==> src/rtl/simon_cfg_key_loader.sv <==
// AXI4-Lite write initiator that streams KEY_WORDS key words into the simon cfg slave port
// at consecutive word addresses, one outstanding transaction at a time.
module simon_cfg_key_loader #(
  parameter int unsigned ADDR_WIDTH = 32,
  parameter int unsigned DATA_WIDTH = 32,
  parameter int unsigned PROT_WIDTH = 1,
  parameter int unsigned RESP_WIDTH = 2,
  parameter int unsigned KEY_WORDS  = 8,
  localparam int unsigned IDX_W      = (KEY_WORDS > 1) ? $clog2(KEY_WORDS) : 1,
  localparam int unsigned STRB_WIDTH = DATA_WIDTH / 8,
  localparam int unsigned KEY_W      = KEY_WORDS * DATA_WIDTH
) (
  input  logic                  clk_simon_cfg,
  input  logic                  rst_simon_cfg,
  input  logic                  start,
  input  logic [KEY_W-1:0]      key,
  input  logic [ADDR_WIDTH-1:0] base_addr,
  output logic                  busy,
  output logic                  done,
  output logic                  err,
  output logic [IDX_W-1:0]      err_idx,
  output logic [ADDR_WIDTH-1:0] awaddr,
  output logic [PROT_WIDTH-1:0] awprot,
  output logic                  awvalid,
  input  logic                  awready,
  output logic [DATA_WIDTH-1:0] wdata,
  output logic [STRB_WIDTH-1:0] wstrb,
  output logic                  wvalid,
  input  logic                  wready,
  input  logic [RESP_WIDTH-1:0] bresp,
  input  logic                  bvalid,
  output logic                  bready
);

  localparam logic [IDX_W-1:0] LAST_IDX = IDX_W'(KEY_WORDS - 1);

  typedef enum logic [1:0] {
    S_IDLE = 2'd0,
    S_XFER = 2'd1,
    S_RESP = 2'd2,
    S_DONE = 2'd3
  } state_t;

  state_t                r_state;
  logic [IDX_W-1:0]      r_idx;
  logic [KEY_W-1:0]      r_key;
  logic                  r_aw_done;
  logic                  r_w_done;
  logic                  r_busy;
  logic                  r_done;
  logic                  r_err;
  logic [IDX_W-1:0]      r_err_idx;
  logic [ADDR_WIDTH-1:0] r_awaddr;
  logic                  r_awvalid;
  logic [DATA_WIDTH-1:0] r_wdata;
  logic                  r_wvalid;
  logic                  r_bready;

  logic w_aw_hs;
  logic w_w_hs;
  logic w_aw_fin;
  logic w_w_fin;
  logic w_b_hs;

  assign w_aw_hs  = r_awvalid & awready;
  assign w_w_hs   = r_wvalid & wready;
  assign w_aw_fin = r_aw_done | w_aw_hs;
  assign w_w_fin  = r_w_done | w_w_hs;
  assign w_b_hs   = r_bready & bvalid;

  // r_key holds the words not yet presented; the next word is always its low slice.
  always_ff @(posedge clk_simon_cfg or negedge rst_simon_cfg) begin
    if (!rst_simon_cfg) begin
      r_state   <= S_IDLE;
      r_idx     <= '0;
      r_key     <= '0;
      r_aw_done <= 1'b0;
      r_w_done  <= 1'b0;
      r_busy    <= 1'b0;
      r_done    <= 1'b0;
      r_err     <= 1'b0;
      r_err_idx <= '0;
      r_awaddr  <= '0;
      r_awvalid <= 1'b0;
      r_wdata   <= '0;
      r_wvalid  <= 1'b0;
      r_bready  <= 1'b0;
    end else begin
      r_done <= 1'b0;
      case (r_state)
        S_IDLE: begin
          if (start) begin
            r_key     <= key >> DATA_WIDTH;
            r_wdata   <= key[DATA_WIDTH-1:0];
            r_awaddr  <= base_addr;
            r_idx     <= '0;
            r_err     <= 1'b0;
            r_err_idx <= '0;
            r_busy    <= 1'b1;
            r_awvalid <= 1'b1;
            r_wvalid  <= 1'b1;
            r_aw_done <= 1'b0;
            r_w_done  <= 1'b0;
            r_state   <= S_XFER;
          end
        end
        S_XFER: begin
          if (w_aw_hs) r_awvalid <= 1'b0;
          if (w_w_hs)  r_wvalid  <= 1'b0;
          if (w_aw_fin && w_w_fin) begin
            r_aw_done <= 1'b0;
            r_w_done  <= 1'b0;
            r_bready  <= 1'b1;
            r_state   <= S_RESP;
          end else begin
            r_aw_done <= w_aw_fin;
            r_w_done  <= w_w_fin;
          end
        end
        S_RESP: begin
          if (w_b_hs) begin
            r_bready <= 1'b0;
            if (bresp != '0) begin
              r_err <= 1'b1;
              if (!r_err) r_err_idx <= r_idx;
            end
            if (r_idx == LAST_IDX) begin
              r_state <= S_DONE;
            end else begin
              r_idx     <= r_idx + IDX_W'(1);
              r_awaddr  <= r_awaddr + ADDR_WIDTH'(4);
              r_wdata   <= r_key[DATA_WIDTH-1:0];
              r_key     <= r_key >> DATA_WIDTH;
              r_awvalid <= 1'b1;
              r_wvalid  <= 1'b1;
              r_state   <= S_XFER;
            end
          end
        end
        S_DONE: begin
          r_done  <= 1'b1;
          r_busy  <= 1'b0;
          r_state <= S_IDLE;
        end
        default: r_state <= S_IDLE;
      endcase
    end
  end

  assign busy    = r_busy;
  assign done    = r_done;
  assign err     = r_err;
  assign err_idx = r_err_idx;
  assign awaddr  = r_awaddr;
  assign awprot  = '0;
  assign awvalid = r_awvalid;
  assign wdata   = r_wdata;
  assign wstrb   = '1;
  assign wvalid  = r_wvalid;
  assign bready  = r_bready;

endmodule

==> config.mk <==
export PLATFORM = sky130hd
export DESIGN_NAME = simon_cfg_key_loader
export DESIGN_NICKNAME = d
export VERILOG_FILES = /design/src/rtl/simon_cfg_key_loader.sv
export SDC_FILE = /design/constraint.sdc
export NUM_CORES = 1
export LEC_CHECK = 0
export ABC_AREA = 1
export CORE_ASPECT_RATIO = 1.75
export CORE_UTILIZATION = 54
export CTS_CLUSTER_DIAMETER = 150
export DETAILED_ROUTE_END_ITERATION = 16
export PLACE_DENSITY = 0.87
export SYNTH_ARGS = -nofsm -noshare
export SYNTH_HDL_FRONTEND = slang
export SYNTH_SLANG_ARGS = --single-unit
==> constraint.sdc <==
create_clock -name clk_simon_cfg -period 4.1 [get_ports clk_simon_cfg]
set_clock_uncertainty 0.1 [all_clocks]
set_input_delay 0.82 -clock clk_simon_cfg [delete_from_list [all_inputs] [get_ports clk_simon_cfg]]
set_output_delay 0.82 -clock clk_simon_cfg [all_outputs]
set_load 0.005 [all_outputs]
==> results of run 1 <==
[power by group through the flow]
stage	sequential (uW)	clock, uW	combinational (uW)
after floorplan	3060	0	29.3
after global placement	3060	0	392
after detailed placement	3060	0	394
after CTS	3000	2700	398
after global routing	3000	2820	423
final	3000	2670	394
[cells in the mapped netlist, drive strengths merged, types with 7 or more instances]
cell type,count,area share
nand2,453,0.12
inv,242,0.061
a31oi,35,0.015
o211ai,160,0.081
a21oi,12,0.0041
buf,85,0.031
dfrtp,304,0.51
nor3,7,0.0024
clkbuf,44,0.011
nand3,72,0.024
nor2,115,0.030
o21ai,291,0.098
[final cells by class]
cell class,instances,area (sq um)
antenna,10,25.02
clock buffer,41,830.8
clock inverter,8,106.4
fill,1990,7232
inverter,242,908.4
multi-input combinational,1171,5685
sequential,304,7607
tap,364,455.4
timing repair buffer,386,3936
[critical path: cells and delay by family (launching register included)]
family	cells	cell delay, ps
AND/OR/NAND/NOR	1	800
AO/OA/AOI/OAI	2	760
flip-flops	1	410
adder cells (fa/ha/maj)	2	410
[worst paths after layout]
check,start,slack (ps),cells past startpoint,end
worst min-delay path,rst_simon_cfg,130,1,r_key[27]
worst min register to register,r_key[0],390,2,r_key[0]
worst max register to register,r_idx[0],1410,5,r_key[20]
min in group clk_simon_cfg,r_key[0],390,2,r_key[0]
max in group asynchronous,rst_simon_cfg,2610,2,r_key[109]
worst max-delay path,r_idx[0],1410,5,r_key[20]
[kinds of logic (layout without fill, tap and decap cells)]
logic type | count (synthesis) | in the layout | share of synthesized area
simple gates | 652 | 652 | 0.1741
compound gates | 508 | 508 | 0.2032
buf+inv | 371 | 677 | 0.1035
flops | 304 | 304 | 0.5140
fa+ha+maj | 3 | 3 | 0.002536
other cells | 2 | 15 | 0.0005074
mux | 2 | 2 | 0.001522
xor+xnor | 1 | 1 | 0.0005919
[per-stage QoR]
| step | instances | util | hold slack, ps |
|---|---|---|---|
| 6_report | 2526 | 0.7300 | 133.6 |
| 3_5_place_dp | 2467 | 0.6941 | 373.1 |
| 5_1_grt | 2525 | 0.7299 | 167.2 |
| 2_1_floorplan | 1846 | - | 353.4 |
| 3_3_place_gp | 2467 | 0.6941 | 365.9 |
| 4_1_cts | 2516 | 0.7291 | 155.3 |
[per-layer routing]
| metal | share of wire | wire (um) |
|---|---|---|
| met2 | 0.52 | 22440 |
| met3 | 0.056 | 2426 |
| met5 | 0 | 0 |
| met4 | 0.059 | 2579 |
| met1 | 0.37 | 15940 |
[flip-flops by register name, summed over array words and instances, names as in the netlist]
signal     count
r_aw_done      1
r_idx          3
r_key        224
awaddr        32
r_w_done       1
bready         1
r_state        2
awvalid        1
wdata         32
wvalid         1
err            1
done           1
busy           1
err_idx        3
==> flow_summary.ini, run 1 <==
[timing]
slew_headroom = 0.2552
finalMaxSlewViolations = 0
finalWorstSetupSlack_ps = 1408
fin_tns_setup_ps = 0
rsz0062_at_grt = false
fmax_mhz = 371.5
period_needed_ps = 2692
timing.final.hold_violations = 0
worst_pin_slew_ps = 1117
setup_violations = 0
period_share = 0.6566

[drt]
wl_per_cell_um = 17.18
ant_nets = 0
drt_iter0_drc = 898
first_pass_iters = 7
via_per_inst = 5.398
drc = 0
dr_total_vias = 13640
routed_wl_um = 43390

[critical_path]
cpMostUsedCell = ha_1
worstSetupPathType = reg2reg
required_ps = 4420
cp_cell_sequence = ha_1 -> ha_1 -> o21ai_1 -> nand3_4 -> o21ai_0
worstPathArrival_ps = 3010
path_max_fanout = 103
startpoint_type = register
critPathCaptureType = register
slowest_delay_ps = 800
critPathSlowestCell = nand3_4

[logic_synthesis]
syn_avg_cell_area_sq_um = 8.031
synth_edf_count = 0
synth_seq_cells = 304
netlist_area_sq_um = 14800
synth.distinct_cells = 30
seq_area_frac_synth = 0.5140
synthFlopType = dfrtp_1
synthArstFlopShare = 1.000
yosysWarnings = 0
syn_inst = 1843

[clocking]
clkTransAtPathRegs_ps = 60
htreeDepth = 1
postCtsSetupRepairBufs = 0
cts_hold_buffers = 0
cts_buffer_depth = 3
cts.sinks = 304
cts_resized = 0
clkLatencyLatePin_ps = 560
numCtsBuffers = 28
cts_tree = yes
ctsRootBufferMaster = clkbuf_16

[status]
status = completed

[die]
io_pins = 374
die_area_sq_um = 28100
die_w_um = 127.1
start_util = 0.5525
fp.coreArea_sq_um = 26790
die_y_um = 221.0
placementRows = 79

[global_route]
grt_use_total = 0.3147
grt_max_degree = 251
grtUsageMet3 = 0.04956
grtUsageMet1 = 0.3508
grt_overflow_total = 0
busiest_layer = met2
grt_pass1_vias = 13570
met2_usage = 0.5578
grt_first_pass_wirelength_um = 69140
antenna_found_initial = 8

[pwr]
p_seq_frac = 0.495
swShare = 0.2093
power_leakage_uw = 0.007904
power_uw = 6065
p_comb_frac = 0.065
p_int_uw = 4795
ir_drop_mv = 0.3883
p_switching_uw = 1270
power_density_nw_per_um2 = 310.1
p_clk_frac = 0.440

[placed_design]
place.gp.congestion = 0.9136
io_buffers = 368
dp_hpwl_um = 30530
placed_area_sq_um = 18590
dp_slack_ps = 923.7

[flow_run]
maxCapViolCount = 0

[layout]
final_cell_area_sq_um = 19560
area_delta_synth_final_pct = 32.12
drive_gt1_frac = 0.03346
final_common_cell = nand2_1
nNetsFinal = 2432
final_cell_mix = nand2_1, clkdlybuf4s50_1, dfrtp_1

[hold_path]
hp-class = in2async
No activity file was read; power rests on OpenSTA's default activity.
==> run 2, diff against run 1 <==
--- a/config.mk
+++ b/config.mk
@@ -7,10 +7,10 @@
 export LEC_CHECK = 0
 export ABC_AREA = 1
 export CORE_ASPECT_RATIO = 1.75
-export CORE_UTILIZATION = 54
+export CORE_UTILIZATION = 50
 export CTS_CLUSTER_DIAMETER = 150
 export DETAILED_ROUTE_END_ITERATION = 16
-export PLACE_DENSITY = 0.87
+export PLACE_DENSITY = 0.81
 export SYNTH_ARGS = -nofsm -noshare
 export SYNTH_HDL_FRONTEND = slang
 export SYNTH_SLANG_ARGS = --single-unit
==> constraint.sdc (replaced) <==
create_clock -name clk_simon_cfg -period 2.65 [get_ports clk_simon_cfg]
set_clock_uncertainty 0.1 [all_clocks]
set_input_delay 0.53 -clock clk_simon_cfg [delete_from_list [all_inputs] [get_ports clk_simon_cfg]]
set_output_delay 0.53 -clock clk_simon_cfg [all_outputs]
set_load 0.005 [all_outputs]
==> run 2 against run 1 <==
Final area rose by 1.8%. First-iteration DRC count is 7.9% higher. Worst hold slack improved by 250 ps. Core utilization is 4.8 points lower. Global-route usage decreased by 2.5 points. Sequential power increased by 55%. Cell count rose by 1.7%. Clock power increased by 65%. Combinational power rose by 58%. Routed wire length down 0.61%. Critical path type is now reg2out. Critical endpoint is now awaddr[15]. Largest cell class unchanged. Highest routed layer unchanged.
==> flow_summary.ini, run 2 (synthesis gave the netlist of run 1 again) <==
[status]
status = completed

[critical_path]
startpoint = awaddr[15]
cp_cell_sequence = clkdlybuf4s50_1
path_max_fanout = 5
critical-path-top-delay-family = buffers and inverters
required_ps = 2020
worstPathArrival_ps = 1620
path_buf_inv = 1
startpoint_type = register
r2r_start = awaddr[3]
critPathSlowestCell = clkdlybuf4s50_1
slowest_delay_ps = 560
worstSetupPathType = reg2out
critPathCaptureType = primary output

[drt]
wl_per_cell_um = 16.79
ant_nets = 0
drt_iter0_drc = 969
dr_total_vias = 13640
routed_wl_um = 43130
first_pass_iters = 6
drc = 0
via_per_inst = 5.313

[timing]
timing.final.hold_violations = 0
fmax_mhz = 443.6
period_needed_ps = 2254
slew_headroom = 0.4340
finalMaxSlewViolations = 0
setup_violations = 0
period_share = 0.8507
worst_pin_slew_ps = 847.8
rsz0062_at_grt = false
fin_tns_setup_ps = 0

[layout]
final_common_cell = nand2_1
area_delta_synth_final_pct = 34.48
final_cell_area_sq_um = 19900
instances_no_fill = 2568
final_cell_mix = nand2_1, clkdlybuf4s50_1, dfrtp_1
fillCellCount = 2339
largest_register = r_key
multi_input_area_sq_um = 5685
drive_gt1_frac = 0.04372
ff_latch_area_sq_um = 7607
largest_reg_flops = 224
nNetsFinal = 2450

[placed_design]
dp_hpwl_um = 31360
dp.cells = 2502
placed_area_sq_um = 18860
place.gp.congestion = 0.8931
io_buffers = 368

[clocking]
numCtsBuffers = 28
clkLatencyLatePin_ps = 560
ctsRootBufferMaster = clkbuf_16
clkTransAtPathRegs_ps = 70
cts_tree = yes
cts.sinks = 304
postCtsSetupRepairBufs = 0
htreeDepth = 1
cts_buffer_depth = 3

[pwr]
ir_drop_mv = 0.5335
power_density_nw_per_um2 = 485.9
power_leakage_uw = 0.008071

[hold_path]
hp-class = reg2reg
min_from = err_idx[1]

[global_route]
grt_pass1_vias = 13210
grt_overflow_total = 0
grt_use_total = 0.2897
antenna_found_initial = 13
grt_max_degree = 172
grt_first_pass_wirelength_um = 68840

[die]
io_pins = 374
start_util = 0.5072
placementRows = 83
die_w_um = 132.1
die_area_sq_um = 30320
fp.coreArea_sq_um = 29180
die_y_um = 229.6

[flow_run]
maxCapViolCount = 0
## run 2: final timing paths
path,endpoint,slack (ps),cells past startpoint
worst max-delay path,awaddr[15],400,1
worst min-delay path,err_idx[1],390,2
worst max register to register,awaddr[22],430,10
worst min register to register,err_idx[1],390,2
max in group asynchronous,r_key[114],1300,3
min in group asynchronous,awvalid,400,2
## run 2: report_power, final
group	internal (uW)	switching, uW
registers	4640	3.10
clock network	2600	1800
logic	420	204
## run 2: timing repair
item | 4_1_cts | 5_1_grt
hold buffers | 1 | 0
gates resized for setup | 0 | 0
hold endpoints to repair | 56 | 0
## run 2: cell type report
| class | count | share of cell area |
|---|---|---|
| inverter | 242 | 0.04564 |
| antenna | 13 | 0.001634 |
| tap | 382 | 0.02401 |
| multi-input combinational | 1171 | 0.2856 |
| timing repair buffer | 404 | 0.2103 |
| sequential | 304 | 0.3822 |
| clock buffer | 36 | 0.03979 |
| clock inverter | 16 | 0.01075 |
## run 2: stage by stage
| stage | util | worst slack (ps) | hold WS, ps | power [uW] |
|---|---|---|---|---|
| final | 0.6821 | 395.6 | 385.3 | 9672 |
| after global routing | 0.6821 | 152.0 | 403.3 | 9981 |
| after CTS | 0.6810 | 362.4 | 389.1 | 9749 |
| after detailed placement | 0.6461 | 195.1 | 372.7 | 5357 |
| after global placement | 0.6461 | 270.0 | 366.6 | 5354 |
| after floorplan | - | 908.6 | 134.4 | 4778 |
## run 2: routing by layer
layer / GRT usage / up-vias / part of all wire
li1: - / 6664 / -
met1: 0.3410 / 6415 / 0.37
met2: 0.4975 / 453 / 0.51
met3: 0.03940 / 112 / 0.054
met4: 0.1817 / 0 / 0.061
met5: 0 / - / 0
==> RTL change, RTL diff (flow settings as in run 2) <==
Put one more register stage on the output `err`, without a reset. The value now appears one clock later. The other outputs are not delayed to match.
--- a/src/rtl/simon_cfg_key_loader.sv
+++ b/src/rtl/simon_cfg_key_loader.sv
@@ -151,3 +151,5 @@
   assign done    = r_done;
-  assign err     = r_err;
+  always_ff @(posedge clk_simon_cfg) begin
+    err <= r_err;
+  end
   assign err_idx = r_err_idx;
Behaviour: not the same (Yosys sat finds a counterexample within 4 cycles, from zero or initial values and one cycle with rst_simon_cfg low).
==> RTL change against run 2 <==
- highest routed layer unchanged
- power down 3.6%
- synthesized area up 0.14%
- sequential cell count increased by 1
- largest power group unchanged
- worst setup slack got worse by 0.017 ns
- cell area fell by 0.58%
- wire length increased by 0.45%
- maximum frequency fell by 0.74%
- die area rose by 0.13%
==> RTL change: results <==
{
  "worstMarginPinSlew_ns": 0.667,
  "grtUsageTotal_pct": 29.0,
  "globalplace.congestion": 0.896,
  "vias_per_cell": 5.32,
  "dp_cells": 2499,
  "hp-start": "r_err",
  "ys_ff_latch": 305,
  "final_cells": 2551,
  "routedWlPerCell_um": 17.0,
  "dpl.hpwl_mm": 31.9,
  "arrival_ns": 1.64,
  "outcome": "complete, no violations",
  "clkCellAreaFrac_pct": 4.51,
  "multi_input_area_share_pct": 28.7,
  "dp_slack_ns": 0.215,
  "reg2reg_depth": 9,
  "hold_depth": 0,
  "rr_startpoint": "r_idx[0]",
  "setup_slack_ns": 0.379,
  "critPathMaxFanout": 6,
  "nFillCells": 2392,
  "min_delay_worst_endpoint": "err",
  "p_switching_uw": 1960,
  "rrSetupSlack_ns": 0.48,
  "crit_end": "awaddr[16]",
  "sh_seq_area_pct": 38.5,
  "startpoint": "awaddr[16]"
}
-- RTL change: cell types whose count changed in the layout (fill, tap and decap cells not counted), moves of 2 or more --
cell	run 2	this run
clkbuf_1	3	5
buf_4	17	11
bufinv_16	5	2
diode_2	13	6
clkinv_2	8	2
buf_12	18	20
-- RTL change: cell families after synthesis --
kind of cell,Yosys count,share of synthesized area (%)
compound gates,508,20.3
xor+xnor,1,0.0591
fa+ha+maj,3,0.253
buf+inv,371,10.3
flops,305,51.5
mux,2,0.152
other cells,2,0.0507
simple gates,652,17.4
-- RTL change: through the flow --
stage               total power (µW)  instance area (µm²)  util, %
global route                    9610                19800     67.6
finish                          9320                19800     67.6
floorplan                       4790                14800        -
global placement                5370                18900     64.4
CTS                             9400                19800     67.5
detailed placement              5370                18900     64.4
-- RTL change: routing by layer --
| layer | vias to the layer above | part of all wire, % |
|---|---|---|
| met2 | 451 | 52 |
| li1 | 6644 | - |
| met3 | 104 | 5.4 |
| met4 | 0 | 5.9 |
| met5 | - | 0 |
| met1 | 6371 | 37 |
